$ cat config.mk
export PLATFORM = sky130hd
export DESIGN_NAME = ubi_stream_to_bin
export DESIGN_NICKNAME = d
export VERILOG_FILES = /design/src/rtl/ubi_stream_pkg.sv /design/src/rtl/ubi_win_cnt.sv /design/src/rtl/ubi_stream_to_bin.sv
export SDC_FILE = /design/constraint.sdc
export NUM_CORES = 1
export LEC_CHECK = 0
export ABC_AREA = 1
export ABC_CLOCK_PERIOD_IN_PS = 1600
export CORE_ASPECT_RATIO = 0.6
export CORE_UTILIZATION = 41
export CTS_BUF_LIST = sky130_fd_sc_hd__clkbuf_2 sky130_fd_sc_hd__clkbuf_4 sky130_fd_sc_hd__clkbuf_8
export DETAILED_ROUTE_END_ITERATION = 10
export PLACE_DENSITY = 0.66
export SLEW_MARGIN = 30
export SYNTH_ARGS = -nofsm -noshare
export SYNTH_HDL_FRONTEND = slang
export SYNTH_HIERARCHICAL = 1
export SYNTH_SLANG_ARGS = --single-unit
$ cat constraint.sdc
create_clock -name clk -period 1.6 [get_ports clk]
set_input_delay 0.24 -clock clk [delete_from_list [all_inputs] [get_ports clk]]
set_output_delay 0.24 -clock clk [all_outputs]
set_load 0.01 [all_outputs]
$ cat src/rtl/ubi_stream_pkg.sv
`default_nettype none
// +--------------------------------------------------------------------------+
// | Package : ubi_stream_pkg                                                 |
// | Shared types and width helpers for the unary-stream-to-binary converter. |
// | Revision: 1.0  initial release                                           |
// +--------------------------------------------------------------------------+
package ubi_stream_pkg;

    // Window FSM states (explicit 2-bit encoding)
    typedef enum logic [1:0] {
        ST_IDLE = 2'd0,
        ST_RUN  = 2'd1,
        ST_DONE = 2'd2
    } state_t;

    localparam int INWD_DEFAULT = 8;

    // Window length N = 2^inwd enabled cycles
    function automatic int win_len(input int inwd);
        return 1 << inwd;
    endfunction

    // Width able to hold 0..N (ones-count and window counter)
    function automatic int cnt_w(input int inwd);
        return inwd + 1;
    endfunction

    // Width able to hold -N..+N in two's complement
    function automatic int bi_w(input int inwd);
        return inwd + 2;
    endfunction

endpackage
`default_nettype wire

$ cat src/rtl/ubi_win_cnt.sv
`default_nettype none
// +--------------------------------------------------------------------------+
// | Module  : ubi_win_cnt                                                    |
// | Enable-gated window counter. A clear may coincide with an enabled sample |
// | so that sample becomes the first of the new window (count restarts at 1).|
// | Revision: 1.0  initial release                                           |
// +--------------------------------------------------------------------------+
module ubi_win_cnt
    import ubi_stream_pkg::*;
#(
    parameter int INWD = INWD_DEFAULT
) (
    input  logic clk,
    input  logic rst_n,
    input  logic clr,
    input  logic en,
    output logic term
);

    localparam int CW = cnt_w(INWD);
    localparam logic [CW-1:0] LAST = CW'(win_len(INWD) - 1);

    logic [CW-1:0] cnt_q;
    logic [CW-1:0] cnt_d;

    // Counter register
    always_ff @(posedge clk or negedge rst_n) begin
        if (!rst_n) begin
            cnt_q <= '0;
        end else begin
            cnt_q <= cnt_d;
        end
    end

    // Next count: clear wins over increment, but still counts a coincident sample
    always_comb begin
        cnt_d = cnt_q;
        if (clr) begin
            cnt_d = {{(CW-1){1'b0}}, en};
        end else if (en) begin
            cnt_d = cnt_q + CW'(1);
        end
    end

    // Terminal: the sample being counted on this edge is the Nth of the window
    assign term = en & ~clr & (cnt_q == LAST);

endmodule
`default_nettype wire

$ cat src/rtl/ubi_stream_to_bin.sv
`default_nettype none
// +--------------------------------------------------------------------------+
// | Module  : ubi_stream_to_bin                                              |
// | Counts ones of a bipolar unary stream over N = 2^INWD enabled cycles and |
// | reports the ones-count and the bipolar value 2*ones - N.                 |
// | Option  : UBI_STREAM_TO_BIN_CONT_EN - back-to-back windows after start.  |
// | Revision: 1.0  initial release                                           |
// +--------------------------------------------------------------------------+
module ubi_stream_to_bin
    import ubi_stream_pkg::*;
#(
    parameter int INWD = INWD_DEFAULT
) (
    input  logic                   clk,
    input  logic                   rst_n,
    input  logic                   iStream,
    input  logic                   iEn,
    input  logic                   start,
    output logic                   oBusy,
    output logic                   oValid,
    output logic [INWD:0]          oCnt,
    output logic signed [INWD+1:0] oBi
);

    localparam int CW = cnt_w(INWD);
    localparam int BW = bi_w(INWD);
    localparam logic [BW-1:0] N_BI   = BW'(win_len(INWD));
    localparam logic [BW-1:0] BI_RST = BW'(0) - N_BI;

    state_t        state_q;
    state_t        state_d;
    logic [CW-1:0] acc_q;
    logic [CW-1:0] acc_d;
    logic [CW-1:0] cnt_q;
    logic [CW-1:0] cnt_d;
    logic [BW-1:0] bi_q;
    logic [BW-1:0] bi_d;
    logic [CW-1:0] acc_sum;
    logic          wc_clr;
    logic          wc_en;
    logic          wc_term;

    // Accumulator plus the bit arriving on this edge (never wraps: max is N)
    assign acc_sum = acc_q + {{(CW-1){1'b0}}, iStream};

    ubi_win_cnt #(
        .INWD (INWD)
    ) u_win_cnt (
        .clk   (clk),
        .rst_n (rst_n),
        .clr   (wc_clr),
        .en    (wc_en),
        .term  (wc_term)
    );

    // State, accumulator and result registers
    always_ff @(posedge clk or negedge rst_n) begin
        if (!rst_n) begin
            state_q <= ST_IDLE;
            acc_q   <= '0;
            cnt_q   <= '0;
            bi_q    <= BI_RST;
        end else begin
            state_q <= state_d;
            acc_q   <= acc_d;
            cnt_q   <= cnt_d;
            bi_q    <= bi_d;
        end
    end

    // Next-state logic; start outside IDLE is simply not looked at
    always_comb begin
        state_d = state_q;
        case (state_q)
            ST_IDLE: if (start)   state_d = ST_RUN;
            ST_RUN:  if (wc_term) state_d = ST_DONE;
`ifdef UBI_STREAM_TO_BIN_CONT_EN
            ST_DONE: state_d = ST_RUN;
`else
            ST_DONE: state_d = ST_IDLE;
`endif
            default: state_d = ST_IDLE;
        endcase
    end

    // Datapath control: window clear, accumulate, capture result on terminal edge
    always_comb begin
        wc_clr = 1'b0;
        wc_en  = 1'b0;
        acc_d  = acc_q;
        cnt_d  = cnt_q;
        bi_d   = bi_q;
        case (state_q)
            ST_IDLE: begin
                if (start) begin
                    wc_clr = 1'b1;
                    acc_d  = '0;
                end
            end
            ST_RUN: begin
                wc_en = iEn;
                if (iEn) begin
                    acc_d = acc_sum;
                end
                if (wc_term) begin
                    cnt_d = acc_sum;
                    bi_d  = {acc_sum, 1'b0} - N_BI;
                end
            end
            ST_DONE: begin
`ifdef UBI_STREAM_TO_BIN_CONT_EN
                // Restart in place; this edge's bit opens the next window
                wc_clr = 1'b1;
                wc_en  = iEn;
                acc_d  = iEn ? {{(CW-1){1'b0}}, iStream} : '0;
`endif
            end
            default: begin
                acc_d = '0;
            end
        endcase
    end

    // Output decode from registered state and results
    always_comb begin
        oBusy  = (state_q != ST_IDLE);
        oValid = (state_q == ST_DONE);
        oCnt   = cnt_q;
        oBi    = bi_q;
    end

endmodule
`default_nettype wire
## Yosys cells after proc, flatten, opt, wreduce, memory -nomap -nowiden

Cells that the tools add are included.

- Add/sub/neg operators: 3
- Reduce and logical (&&, ||, !) cells: 6
- Bitwise logic cells: 4
- Multiplexer cells: 11
- Equal/unequal tests: 6

Operators by type and width:

| operator | count |
|---|---|
| 9-bit two-way mux | 4 |
| 9-bit one-hot mux with 3 select lines | 1 |
| 10-bit by 9-bit subtractor with 10-bit output, second input constant | 1 |
| 9-bit by 1-bit adder with 9-bit output | 1 |
| 9-bit by 1-bit adder with 9-bit output, second input constant | 1 |
| 9-bit by 8-bit equality test with 1-bit output, second input constant | 1 |
| 2-bit two-way mux | 2 |
| 2-bit inequality test, second input constant | 2 |
| 2-bit one-hot mux with 2 select lines | 1 |
| 2-bit AND reduction | 2 |
| 2-bit nonzero test | 2 |
| 1-bit two-way mux | 3 |
| 3-bit AND reduction | 1 |
| 1-bit AND | 2 |
| 2-bit by 1-bit equality test with 1-bit output, second input constant | 1 |
| 2-bit equality test, second input constant | 1 |
| 2-bit zero test | 1 |
| 2-bit by 1-bit inequality test with 1-bit output, second input constant | 1 |
| 1-bit inverter | 2 |

- Register bits after elaboration: 39
- Bits of input ports: 5

## Longest topological paths before layout

Gate-level depths: netlist (run 1).

- Word-level depth: 7
- Depth in mapped cells: 11

## By module

Netlist (run 1), hierarchy kept.

Modules (own cells, without submodules):

| module | times used | cells each | area an instance (sq um) | seq. area each (sq um) |
|---|---|---|---|---|
| ubi_stream_to_bin | 1 | 131 | 1142.3 | 553.0 |
| ubi_win_cnt | 1 | 61 | 481.7 | 225.2 |

## Worst setup path after synthesis (run 1)

Ideal clock, no wire load.

- Path kind: reg-to-reg
- Start: register u_win_cnt.cnt_q[0]
- End: register cnt_q[3], in the netlist oCnt[3]
- Cell stages (with the launch flop): 11
- Arrival: 1.527 ns
- Required time: 1.473 ns
- Slack: -0.054 ns
- Setup time: 0.127 ns
- Period minus slack after synthesis: 1.654 ns
- Path buffers: 1
- Cells stage by stage: dfrtp_1 > ha_1 > nand3_1 > nor4_1 > ha_1 > inv_1 > nor2_1 > nand2_1 > buf_2 > nand2_1 > o21ai_0

- Longest elaborated chain between the ends: 3

RTL lines:

| element | RTL line | text |
|---|---|---|
| start, declared | ubi_win_cnt.sv:23 | `logic [CW-1:0] cnt_q;` |
| start signal, assigned | ubi_win_cnt.sv:31 | `cnt_q <= cnt_d;` |
| 9-bit by 8-bit equality test with 1-bit output | ubi_win_cnt.sv:46 | `assign term = en & ~clr & (cnt_q == LAST);` |
| 1-bit AND | ubi_win_cnt.sv:46 |  |
| via wc_term | ubi_stream_to_bin.sv:41 | `logic wc_term;` |
| 2-bit AND reduction (no source line) | n/a |  |
| end signal, assigned | ubi_stream_to_bin.sv:66 | `cnt_q <= cnt_d;` |
| end, declared | ubi_stream_to_bin.sv:34 | `logic [CW-1:0] cnt_q;` |

The timed path passes the listed nets, and every way through them passes these cells.
A chain may end at the register's enable or synchronous reset.

## Final worst setup path (run 1)

- Start: register u_win_cnt.cnt_q[0]
- End: register cnt_q[2], in the netlist oCnt[2]

Same word-level chain as after synthesis.

==> impl_metrics.py, run 1 <==
metrics = {
    "critical_path": {
        "path_buf_inv": 2,
        "worst_ep_required_time_ns": 1.79,
        "crit_top_cell": "sky130_fd_sc_hd__ha_2",
        "end_kind": "register",
        "timing.critical_path.cells": "ha_2 > nand3_4 > nor4_4 > ha_2 > inv_2 > nor2_4 > nand2_4 > buf_6 > nand2_1 > nand2_2",
        "cpLargestDelayFamily": "simple AND/OR/NAND/NOR gates",
        "critical_path.max_fanout": 6,
        "delay_of_the_slowest_critical_path_stage_ns": 0.37,
        "r2r_end": "oCnt[2]",
        "worst-endpoint-arrival_ns": 1.91,
        "worst_r2r_path_depth": 10,
        "cp_slowest_cell": "sky130_fd_sc_hd__dfrtp_1",
        "reg2reg_setup_slack_ns": -0.12,
        "launch_point_of_the_worst_reg_to_reg_path": "u_win_cnt/cnt_q[0]",
        "critPathKind": "register to register",
        "critical_path.startpoint_type": "register",
    },
    "logic_synthesis": {
        "syn-cell-area_mm2": 0.001624,
        "syn_nets": 201,
        "ys_warn_count": 6,
        "synth.top_cells.by_area": "sky130_fd_sc_hd__dfrtp_1 45%, sky130_fd_sc_hd__nand2_1 14%, sky130_fd_sc_hd__nand3_1 5.2%, sky130_fd_sc_hd__inv_1 4.2%, sky130_fd_sc_hd__nor2_4 4.2%",
        "ys_async_sr_fraction_pct": 100.0,
        "synth-seq-cells": 31,
        "synth_edf_count": 0,
        "yosys.area.top_type": "sky130_fd_sc_hd__dfrtp_1",
        "postSynth.topFlopCell": "sky130_fd_sc_hd__dfrtp_1",
        "syn_area_per_cell_um2": 8.459,
        "netlist-cell-type-count": 27,
        "ys_seq_area_share_pct": 47.92,
        "synthCells": 192,
        "synth_top_area_share_pct": 44.68,
    },
    "drt": {
        "first_iter_violations": 77,
        "drt_pass1_iterations": 4,
        "route.antenna.remaining_nets": 0,
        "dr_total_vias": 1388,
        "drc_viols": 0,
        "route.detailed.wl_per_inst_um": 13.40,
        "met1Wirelength_um": 1990,
        "met3_wirelength_um": 282,
        "met2_length_um": 1464,
        "drt-vias-per-instance": 4.870,
        "drt_wl_total_um": 3820,
        "routed.top_layer": "met4",
    },
    "final_layout": {
        "nNetsFinal": 246,
        "layout.cells.most_common": "sky130_fd_sc_hd__nand2_1",
        "area_growth_synth_to_finish_pct": 39.37,
        "fraction_of_final_layout_cells_sized_beyond_drive_strength_1_pct": 30.67,
        "layout_common_cells": "50 x sky130_fd_sc_hd__nand2_1, 29 x sky130_fd_sc_hd__dfrtp_1, 22 x sky130_fd_sc_hd__buf_4",
        "antennaDiodeCount": 0,
        "fillers": 309,
    },
    "floorplan": {
        "total_core_area_mm2": 0.003722,
        "die_width_um": 83.25,
        "num_rows": 17,
        "count_of_boundary_i_o_pins": 26,
        "initial_utilization_pct": 43.63,
        "design.die.area_mm2": 0.004225,
        "die_h_um": 50.75,
    },
    "power_and_ir_drop": {
        "power_switching_mw": 1.191,
        "fin_total_pwr_mw": 3.320,
        "power.density_cell_area_mw_per_mm2": 1467,
        "combPwrFrac_pct": 38.6,
        "p_int_mw": 2.129,
        "power.share.clock_pct": 24.2,
        "peakVddDrop_uv": 827.4,
        "power.leakage_nw": 1.126,
        "p_sw_share_pct": 35.87,
        "power.sequential.fraction_pct": 37.2,
    },
    "clock_network": {
        "clock_tree.buffer_depth": 2,
        "path_clk_slew_ns": 0.07,
        "tritoncts": "built",
        "tritoncts_buffer_count": 5,
        "cts_hold_repair.buffers": 0,
        "clkLatencyLatePin_ns": 0.30,
        "cts_root_buffer": "sky130_fd_sc_hd__clkbuf_8",
        "clock_tree.htree_level_count": 2,
        "clkSinkCount": 31,
    },
    "sta": {
        "clock-skew-final_ns": 0.01130,
        "timing.final.crit_share_pct": 107.6,
        "finalMaxSlewViolations": 0,
        "post-route-worst-setup-slack_ns": -0.1212,
        "hold_slack_ns": 0.3328,
        "finalCriticalPeriod_ns": 1.721,
        "hold_viol_final": 0,
        "fin_tns_setup_ns": -1.119,
        "rsz0062_at_grt": "true",
        "fmax_mhz": 581.0,
        "final-setup-viol-count": 13,
    },
    "placed_design": {
        "replace_congestion": 0.8183,
        "post-place-ws_ns": -0.2773,
        "detailedPlacementHpwl_um": 2652,
        "placement.io_buffers": 24,
    },
    "flow_run": {
        "maxCapViolations": 0,
    },
    "global_route": {
        "pin_count_of_the_biggest_net_entering_global_routing": 32,
        "antenna_found_initial": 0,
        "grt_remaining_overflow": 0,
        "grt_first_pass_wirelength_um": 6189,
        "number_of_global_route_vias_before_repair": 1273,
        "track_usage_pct": 20.27,
    },
    "worst_hold_path": {
        "worst_hold_path_class": "input pin to asynchronous set/reset pin",
    },
    "run_status": {
        "run_status": "complete, but fails checks",
        "violated_checks": "negative setup slack",
    },
}
-- cell usage after synthesis (2+ instances only) --
cell type                 count
sky130_fd_sc_hd__a21oi_1      3
sky130_fd_sc_hd__o21ai_0      8
sky130_fd_sc_hd__nand2_1     61
sky130_fd_sc_hd__nor2_4       6
sky130_fd_sc_hd__o22ai_1      3
sky130_fd_sc_hd__nor2_1       8
sky130_fd_sc_hd__dfrtp_1     29
sky130_fd_sc_hd__a32o_1       2
sky130_fd_sc_hd__inv_1       18
sky130_fd_sc_hd__nand2_2      5
sky130_fd_sc_hd__inv_2        2
sky130_fd_sc_hd__dfstp_2      2
sky130_fd_sc_hd__nand3_1     17
sky130_fd_sc_hd__ha_1         4
sky130_fd_sc_hd__buf_4        8
sky130_fd_sc_hd__xor2_1       4
sky130_fd_sc_hd__buf_2        2
-- cells by family after synthesis --
family	after synthesis	synth area share, %
other cells	1	0.2309
xor+xnor	6	3.698
fa+ha+maj	4	3.082
flops	31	47.92
simple gates	102	29.58
compound gates	18	6.548
buf+inv	30	8.937
-- registers in the layout (all words and copies together) (netlist names) --
| name | flops |
|---|---|
| oCnt | 9 |
| oBi | 2 |
| state_q | 2 |
| acc_q | 9 |
| u_win_cnt/cnt_q | 9 |
-- per-stage QoR --
| stage | util, % | area [um2] | std cells |
|---|---|---|---|
| floorplan | - | 1634 | 192 |
| global placement | 54.55 | 2031 | 274 |
| detailed placement | 54.55 | 2031 | 274 |
| CTS | 58.18 | 2166 | 283 |
| global route | 60.81 | 2263 | 285 |
| finish | 60.81 | 2263 | 285 |
-- power by group through the flow --
stage	Sequential [mW]	Clock, mW	Combinational [mW]
global route	1.27	0.854	1.41
finish	1.23	0.804	1.28
CTS	1.22	0.823	1.18
detailed placement	1.23	0	1.17
floorplan	1.25	0	0.634
global placement	1.23	0	1.16
-- routing by layer --
layer  track usage (%)  vias to the layer above
li1                  -                      691
met1             29.08                      646
met2             24.86                       44
met3             7.895                        7
met4             12.36                        0
met5                 0                        -
-- timing repair --
item / CTS / global route
gates cloned: 0 / 1
setup buffers: 1 / 1
pin swaps: 1 / 6
gates resized for setup: 7 / 32
setup endpoints to repair: 14 / 23
-- area by class of cell --
| type | count | area [um2] | share of cell area, % |
|---|---|---|---|
| clock buffer | 7 | 83.83 | 3.704 |
| clock inverter | 1 | 30.03 | 1.327 |
| inverter | 20 | 80.08 | 3.538 |
| multi-input combinational | 131 | 790.8 | 34.94 |
| sequential | 31 | 778.2 | 34.38 |
| tap | 47 | 58.81 | 2.598 |
| timing repair buffer | 48 | 441.7 | 19.51 |
-- how the worst max path moves through the flow --
stage	startpoint	endpoint	slack [ns]	cells past startpoint
detailed placement	iStream	oCnt[6]	-0.28	10
global route	u_win_cnt/cnt_q[0]	oCnt[2]	-0.19	11
finish	u_win_cnt/cnt_q[0]	oCnt[2]	-0.12	10
floorplan	u_win_cnt/cnt_q[0]	oCnt[3]	-0.03	10
global placement	iStream	oCnt[6]	-0.24	10
CTS	u_win_cnt/cnt_q[0]	oCnt[7]	-0.1	10
Power figures use the tool's default switching activity.
==> run 2, diff against run 1 <==
Settings changed: CORE_MARGIN from default to 5.
==> impl_metrics.py, run 2 (synthesized netlist as in run 1, its figures left out) <==
metrics = {
    "power_and_ir_drop": {
        "fin_total_pwr_mw": 3.402,
        "power.leakage_nw": 1.163,
        "power.density_cell_area_mw_per_mm2": 1443,
        "peakVddDrop_uv": 763.9,
    },
    "placed_design": {
        "detailedPlacementHpwl_um": 2795,
        "placed_cells": 276,
        "post-place-ws_ns": -0.2493,
        "placed_cell_area_mm2": 0.002058,
        "replace_congestion": 0.7766,
        "placement.io_buffers": 24,
    },
    "final_layout": {
        "antennaDiodeCount": 0,
        "layout_common_cells": "52 x sky130_fd_sc_hd__nand2_1, 29 x sky130_fd_sc_hd__dfrtp_1, 24 x sky130_fd_sc_hd__buf_4",
        "nNetsFinal": 251,
        "final_core_utilization_pct": 62.97,
        "area_growth_synth_to_finish_pct": 45.15,
        "layout.cells.most_common": "sky130_fd_sc_hd__nand2_1",
        "layout.cells.non_filler": 290,
        "finish.instance_area_mm2": 0.002357,
        "fraction_of_final_layout_cells_sized_beyond_drive_strength_1_pct": 32.10,
    },
    "worst_hold_path": {
        "worst_hold_path_class": "input pin to asynchronous set/reset pin",
    },
    "floorplan": {
        "design.die.area_mm2": 0.005361,
        "total_core_area_mm2": 0.003744,
        "initial_utilization_pct": 43.38,
        "count_of_boundary_i_o_pins": 26,
        "die_width_um": 91.25,
        "die_h_um": 58.75,
        "num_rows": 17,
    },
    "drt": {
        "dr_total_vias": 1378,
        "drc_viols": 0,
        "route.antenna.remaining_nets": 0,
        "drt_pass1_iterations": 4,
        "first_iter_violations": 112,
        "drt_wl_total_um": 3924,
        "drt-vias-per-instance": 4.752,
        "route.detailed.wl_per_inst_um": 13.53,
    },
    "clock_network": {
        "clkLatencyLatePin_ns": 0.28,
        "tritoncts_buffer_count": 5,
        "tritoncts": "built",
        "cts_root_buffer": "sky130_fd_sc_hd__clkbuf_8",
        "clock_tree.buffer_depth": 2,
        "path_clk_slew_ns": 0.07,
        "clkSinkCount": 31,
        "clock_tree.htree_level_count": 2,
    },
    "sta": {
        "finalMaxSlewViolations": 0,
        "final-setup-viol-count": 13,
        "hold_slack_ns": 0.3250,
        "clock-skew-final_ns": 0.006776,
        "finalCriticalPeriod_ns": 1.722,
        "fmax_mhz": 580.9,
        "timing.final.crit_share_pct": 107.6,
        "fin_tns_setup_ns": -1.198,
        "hold_viol_final": 0,
        "rsz0062_at_grt": "true",
        "post-route-worst-setup-slack_ns": -0.1215,
    },
    "flow_run": {
        "maxCapViolations": 0,
    },
    "run_status": {
        "run_status": "complete, but fails checks",
        "violated_checks": "negative setup slack",
    },
    "critical_path": {
        "critical_path.startpoint_type": "register",
        "worst-endpoint-arrival_ns": 1.90,
        "end_kind": "register",
        "critPathKind": "register to register",
        "critical_path.max_fanout": 2,
        "worst_ep_required_time_ns": 1.78,
    },
    "global_route": {
        "number_of_global_route_vias_before_repair": 1290,
        "pin_count_of_the_biggest_net_entering_global_routing": 32,
        "grt_remaining_overflow": 0,
        "antenna_found_initial": 0,
        "grt_first_pass_wirelength_um": 6361,
        "track_usage_pct": 15.44,
    },
}
run 2: changes by cell type in the layout (fill, tap and decap cells not counted), sizes merged:
cell,previous run,this run
buf,24,29
clkbuf,7,6
clkdlybuf4s50,19,20
clkinv,0,1
dlymetal6s2s,3,2
run 2: path summary, 6_finish.rpt:
kind                                    start         end  slack, ns  depth (start not counted)
max in group asynchronous               rst_n      oBi[8]       1.03                          2
min in group clk                       oBi[8]      oBi[8]       0.46                          2
min reg2reg                            oBi[8]      oBi[8]       0.46                          2
max                        u_win_cnt/cnt_q[1]  state_q[0]      -0.12                         10
max reg2reg                u_win_cnt/cnt_q[1]  state_q[0]      -0.12                         10
min                                     rst_n  state_q[1]       0.33                          2
run 2: layout make-up:
| cell class | instances | area (um2) |
|---|---|---|
| clock buffers | 6 | 82.58 |
| clock inverters | 2 | 35.03 |
| fillers | 328 | 1386 |
| inverters | 20 | 77.57 |
| multi-input cells | 131 | 819.5 |
| flip-flops and latches | 31 | 778.2 |
| well taps | 47 | 58.81 |
| repair buffers | 53 | 505.5 |
run 2: worst max-delay path, cell delays in order (launching register included):
cell and delay (ns):
sky130_fd_sc_hd__dfrtp_1 0.39, sky130_fd_sc_hd__ha_4 0.18, sky130_fd_sc_hd__nand3_4 0.08, sky130_fd_sc_hd__nor4_4 0.23
sky130_fd_sc_hd__ha_2 0.22, sky130_fd_sc_hd__inv_2 0.05, sky130_fd_sc_hd__nor2_4 0.11, sky130_fd_sc_hd__buf_4 0.13
sky130_fd_sc_hd__buf_6 0.08, sky130_fd_sc_hd__buf_4 0.10, sky130_fd_sc_hd__o21ai_2 0.05
run 2: what timing repair did:
action	4_1_cts	5_1_grt
hold buffers	0	0
gates resized for setup	10	28
pin swaps	2	10
setup buffers	2	4
endpoints found under the setup margin	14	23
run 2: per-layer routing:
layer | track usage [%] | wire, um
met5 | 0 | 0
met4 | 5.021 | 21
met3 | 4.598 | 243
met2 | 20.84 | 1672
met1 | 23.27 | 1986
run 2: power by group:
| group | switching, mW | internal [mW] |
|---|---|---|
| Clock | 0.293 | 0.503 |
| Combinational | 0.698 | 0.652 |
| Sequential | 0.209 | 1.05 |
